## src/rtl/interrupt_capture_unit.sv

```systemverilog
// Per-channel edge/level interrupt capture with sticky pending bits and lowest-index-first valid/ack presentation.
// Latency: pending at k+1, irq_valid at k+2 (k+3/k+4 with INTR_SYNC_EN); irq_id is held until ack, clear or disable.
module interrupt_capture_unit #(
    parameter int N_INTERRUPTS = 32,
    parameter int ID_W         = $clog2(N_INTERRUPTS)
) (
    input  logic                    clk,
    input  logic                    rst,
    input  logic [N_INTERRUPTS-1:0] irq_in,
    input  logic [N_INTERRUPTS-1:0] edge_mode,
    input  logic [N_INTERRUPTS-1:0] polarity,
    input  logic [N_INTERRUPTS-1:0] irq_enable,
    input  logic [N_INTERRUPTS-1:0] irq_clear,
    input  logic                    irq_ack,
    output logic [N_INTERRUPTS-1:0] pending,
    output logic                    irq_valid,
    output logic [ID_W-1:0]         irq_id
);

    logic [N_INTERRUPTS-1:0] w_det_in;
    logic [N_INTERRUPTS-1:0] r_prev;
    logic [N_INTERRUPTS-1:0] r_pending;
    logic [N_INTERRUPTS-1:0] w_edge;
    logic [N_INTERRUPTS-1:0] w_lvl;
    logic [N_INTERRUPTS-1:0] w_evt;
    logic [N_INTERRUPTS-1:0] w_cand;
    logic [N_INTERRUPTS-1:0] w_id_oh;
    logic [N_INTERRUPTS-1:0] w_pending_nxt;
    logic                    w_armed;
    logic                    r_valid;
    logic [ID_W-1:0]         r_irq_id;
    logic [ID_W-1:0]         w_low_id;
    logic                    w_any;
    logic                    w_ack_fire;
    logic                    w_drop;

`ifdef INTR_SYNC_EN
    // Arming waits for the synchronizer to hold real input values, not reset zeros.
    logic [N_INTERRUPTS-1:0] r_sync1;
    logic [N_INTERRUPTS-1:0] r_sync2;
    logic [1:0]              r_arm_cnt;

    always_ff @(posedge clk) begin
        if (rst) begin
            r_sync1   <= '0;
            r_sync2   <= '0;
            r_arm_cnt <= 2'd0;
        end else begin
            r_sync1 <= irq_in;
            r_sync2 <= r_sync1;
            if (r_arm_cnt != 2'd3) begin
                r_arm_cnt <= r_arm_cnt + 2'd1;
            end
        end
    end

    assign w_det_in = r_sync2;
    assign w_armed  = (r_arm_cnt == 2'd3);
`else
    logic r_armed;

    always_ff @(posedge clk) begin
        if (rst) begin
            r_armed <= 1'b0;
        end else begin
            r_armed <= 1'b1;
        end
    end

    assign w_det_in = irq_in;
    assign w_armed  = r_armed;
`endif

    assign w_edge = (w_det_in & ~r_prev & polarity) | (~w_det_in & r_prev & ~polarity);
    assign w_lvl  = ~(w_det_in ^ polarity);
    assign w_evt  = w_armed ? (((edge_mode & w_edge) | (~edge_mode & w_lvl)) & irq_enable)
                            : '0;

    assign w_ack_fire = r_valid & irq_ack;
    assign w_cand     = r_pending & irq_enable;

    always_comb begin
        w_low_id = '0;
        w_any    = 1'b0;
        for (int i = N_INTERRUPTS - 1; i >= 0; i--) begin
            if (w_cand[i]) begin
                w_low_id = ID_W'(i);
                w_any    = 1'b1;
            end
        end
    end

    always_comb begin
        w_id_oh = '0;
        for (int i = 0; i < N_INTERRUPTS; i++) begin
            w_id_oh[i] = (r_irq_id == ID_W'(i));
        end
    end

    // A new event outranks clear/ack so an edge landing in the same cycle is kept.
    assign w_pending_nxt = w_evt
                         | (r_pending & ~(irq_clear | (w_id_oh & {N_INTERRUPTS{w_ack_fire}})));

    assign w_drop = |(w_id_oh & ((irq_clear & ~w_evt) | ~irq_enable));

    always_ff @(posedge clk) begin
        if (rst) begin
            r_prev    <= '0;
            r_pending <= '0;
            r_valid   <= 1'b0;
            r_irq_id  <= '0;
        end else begin
            r_prev    <= w_det_in;
            r_pending <= w_pending_nxt;
            if (r_valid) begin
                if (w_ack_fire || w_drop) begin
                    r_valid <= 1'b0;
                end
            end else begin
                r_valid <= w_any;
                if (w_any) begin
                    r_irq_id <= w_low_id;
                end
            end
        end
    end

    assign pending   = r_pending;
    assign irq_valid = r_valid;
    assign irq_id    = r_irq_id;

endmodule

```

## config.mk

```make
export PLATFORM = sky130hd
export DESIGN_NAME = interrupt_capture_unit
export DESIGN_NICKNAME = d
export VERILOG_FILES = /design/src/rtl/interrupt_capture_unit.sv
export SDC_FILE = /design/constraint.sdc
export NUM_CORES = 1
export LEC_CHECK = 0
export CELL_PAD_IN_SITES_DETAIL_PLACEMENT = 1
export CELL_PAD_IN_SITES_GLOBAL_PLACEMENT = 1
export CORE_MARGIN = 2
export CORE_UTILIZATION = 26
export DETAILED_ROUTE_END_ITERATION = 10
export GPL_ROUTABILITY_DRIVEN = 0
export PLACE_DENSITY_LB_ADDON = 0.1
export SLEW_MARGIN = 10
export SYNTH_ARGS = -nofsm -noshare
export SYNTH_HDL_FRONTEND = slang
export SYNTH_SLANG_ARGS = --single-unit
```

## constraint.sdc

```tcl
create_clock -name clk -period 1.8 [get_ports clk]
set_input_delay 0.18 -clock clk [delete_from_list [all_inputs] [get_ports clk]]
set_output_delay 0.18 -clock clk [all_outputs]
set_load 0.02 [all_outputs]
```

==> run metrics <==
Post-Syn Area about 4300 um^2; Initial Util between 20% and 30%; clk buf depth 2; final setup TNS -343 ps; Hold Path Class input port to register; Tmin final 2050 ps; RSZ-0062 raised after global routing yes; final net count ~1100; diode count 0; clock root buffer clkbuf_16; Layout area overhead 94.3%; total gr overflow 0; post-synthesis cell count around 560; DR DRC count 0; ys flop type dfxtp_1; maximum vdd drop approximately 0.52 mV; slowest cell delay on critical path roughly 540 ps; initial DRC count 280; hold slack 316 ps; Comb pwr share between 30% and 40%; Net Count, Synth ~720; fin. max-slew vios 0; most frequent cells in the layout 191 x clkdlybuf4s50_1, 163 x buf_4, 75 x nand2_1; commonest non-fill, non-tap cell in the layout clkdlybuf4s50_1; FILL cells 1956; fin cells around 1100; crit-path leading delay family simple AND/OR/NAND/NOR gates; Slowest cell on crit path or4_1; Sequential Power Share a little under a third; CTS Buf Count 9; CP startpoint kind register; Max transition margin 42.9%; Worst EP required 2060 ps; Die Y roughly 130 um; Routed WL per cell 19.5 um; # hold bufs at CTS 0; Slew @ Worst Pin about 860 ps; H-tree depth 3; clock power share between 20% and 30%; critical path, cell by cell buf_12, buf_12, nand4_1, nor4b_4, or4_1, or4_4, o22ai_2; CTS sink count 71; Antenna Nets Post-Route 0; asr flop ratio synth 0%; fraction of final layout cells sized beyond drive strength 1 25.8%; Cell Rows 47; CP max FO 6; vias in the first global route 6304; period utilisation layout 114%; pwr/cell area 680 nW/um^2; hpwl dp between 15000 and 20000 um; placed cell count 1119; CTS tree built; fmax ~490 MHz; WP buf/inv 2; pin count of the biggest net entering global routing 70; endpoints failing setup 3; setup ws final -253 ps; Tot Pwr ~5700 uW; Total GRT Usage between 20% and 30%; internal power a little under 4000 uW; switching share of power about a third; die area approximately 18000 um^2; count of cell types in the netlist 49; Ports approximately 200; status finished, violations left; crit path kind register to register; Synth Register Bits 71; core area 16500 um^2; violated checks setup timing; final wirelength 22300 um; Mapped Avg Cell Area between 7 and 8 um^2; sequential area share after synthesis roughly 33%; Static Leak ~0.0034 uW; YS warnings 0; Worst EP arrival ~2300 ps; Crit. End Element register; Initial DRT Pass Iterations 5; maxcap violations 0; via count approximately 5700; Switching Power approximately 1800 uW; clock slew at reported path FFs around 60 ps; Crit path top cell by count buf_12; Final Util between 50% and 60%; DR vias/cell 5.00; Final Hold Viols 0; first-pass GRT wire length ~34000 um; Die X roughly 130 um; initial antenna violation count 0; latest clock arrival within the worst-skew pair 340 ps; clk_skew 5.74 ps; EDFF count, synth 0; Port Buffer Count 200
==> through the flow <==
stage	instance area, um^2	setup WS, ps
global route	8420	-313
detailed placement	7750	-739
floorplan	4350	-71.1
CTS	8250	-228
finish	8420	-253
global placement	7750	-679
==> worst register-to-register path, cell delays in order (launching register included) <==
cell and delay (ps):
dfxtp_4 370, buf_12 120, buf_12 110, nand4_1 120
nor4b_4 160, or4_1 540, or4_4 430, o22ai_2 130
==> registers in the layout (all words and copies together), names as in the netlist <==
| register | flops |
|---|---|
| pending | 32 |
| r_prev | 32 |
| irq_id | 5 |
| irq_valid | 1 |
| r_armed | 1 |
==> cell type report <==
type	instances	area, um^2	area share, %
Clock buffer	13	260	3.09
Clock inverter	1	5.00	0.0594
Inverter	25	93.8	1.11
Multi-Input combinational cell	446	3060	36.4
Sequential cell	71	1430	17.0
Tap cell	220	275	3.27
Timing Repair Buffer	368	3290	39.1
==> routing by layer <==
layer	global-route usage (%)	up-vias	wire [um]
met2	43.4	214	10800
met3	4.72	50	1410
met5	0	-	0
met4	9.52	0	723
li1	-	2734	-
met1	30.4	2725	9370
==> what timing repair did <==
item	in CTS	in global routing
resized for setup	49	31
endpoints found under the setup margin	5	9
buffers inserted	6	5
pin swaps	8	13
==> Yosys cell counts, types with 12 or more instances <==
library cell | n | area [um^2]
nand2_1 | 76 | 285
nand3_1 | 22 | 110
o21ai_0 | 18 | 90.1
a31oi_1 | 16 | 100
nor2b_1 | 59 | 369
a21oi_1 | 34 | 170
nor2_1 | 27 | 101
dfxtp_1 | 71 | 1420
inv_1 | 24 | 90.1
xnor2_1 | 52 | 455
clkbuf_1 | 12 | 45.0
nand4_1 | 18 | 113
a22oi_1 | 18 | 135
==> worst paths after layout <==
kind	from	end	slack, ps	cells after the start
worst max-delay path	r_armed	irq_valid	-250	7
worst max register to register	r_armed	irq_valid	-250	7
worst min-delay path	irq_enable[29]	pending[29]	320	3
worst min register to register	pending[19]	pending[19]	610	2
==> power by group through the flow <==
stage          Clock, uW  Sequential [uW]  Combinational [uW]
2_1_floorplan          0             1850                 664
3_3_place_gp           0             1770                1990
3_5_place_dp           0             1780                2030
4_1_cts             1740             1750                2190
5_1_grt             1790             1760                2430
6_report            1700             1750                2280
==> cells by family after synthesis <==
logic type	Yosys count	synth area share, %
simple gates	243	28.7
compound gates	143	22.7
flops	71	32.8
xor+xnor	60	12.1
buf+inv	41	3.69
Note: power is estimated with default switching activity, not from simulation.
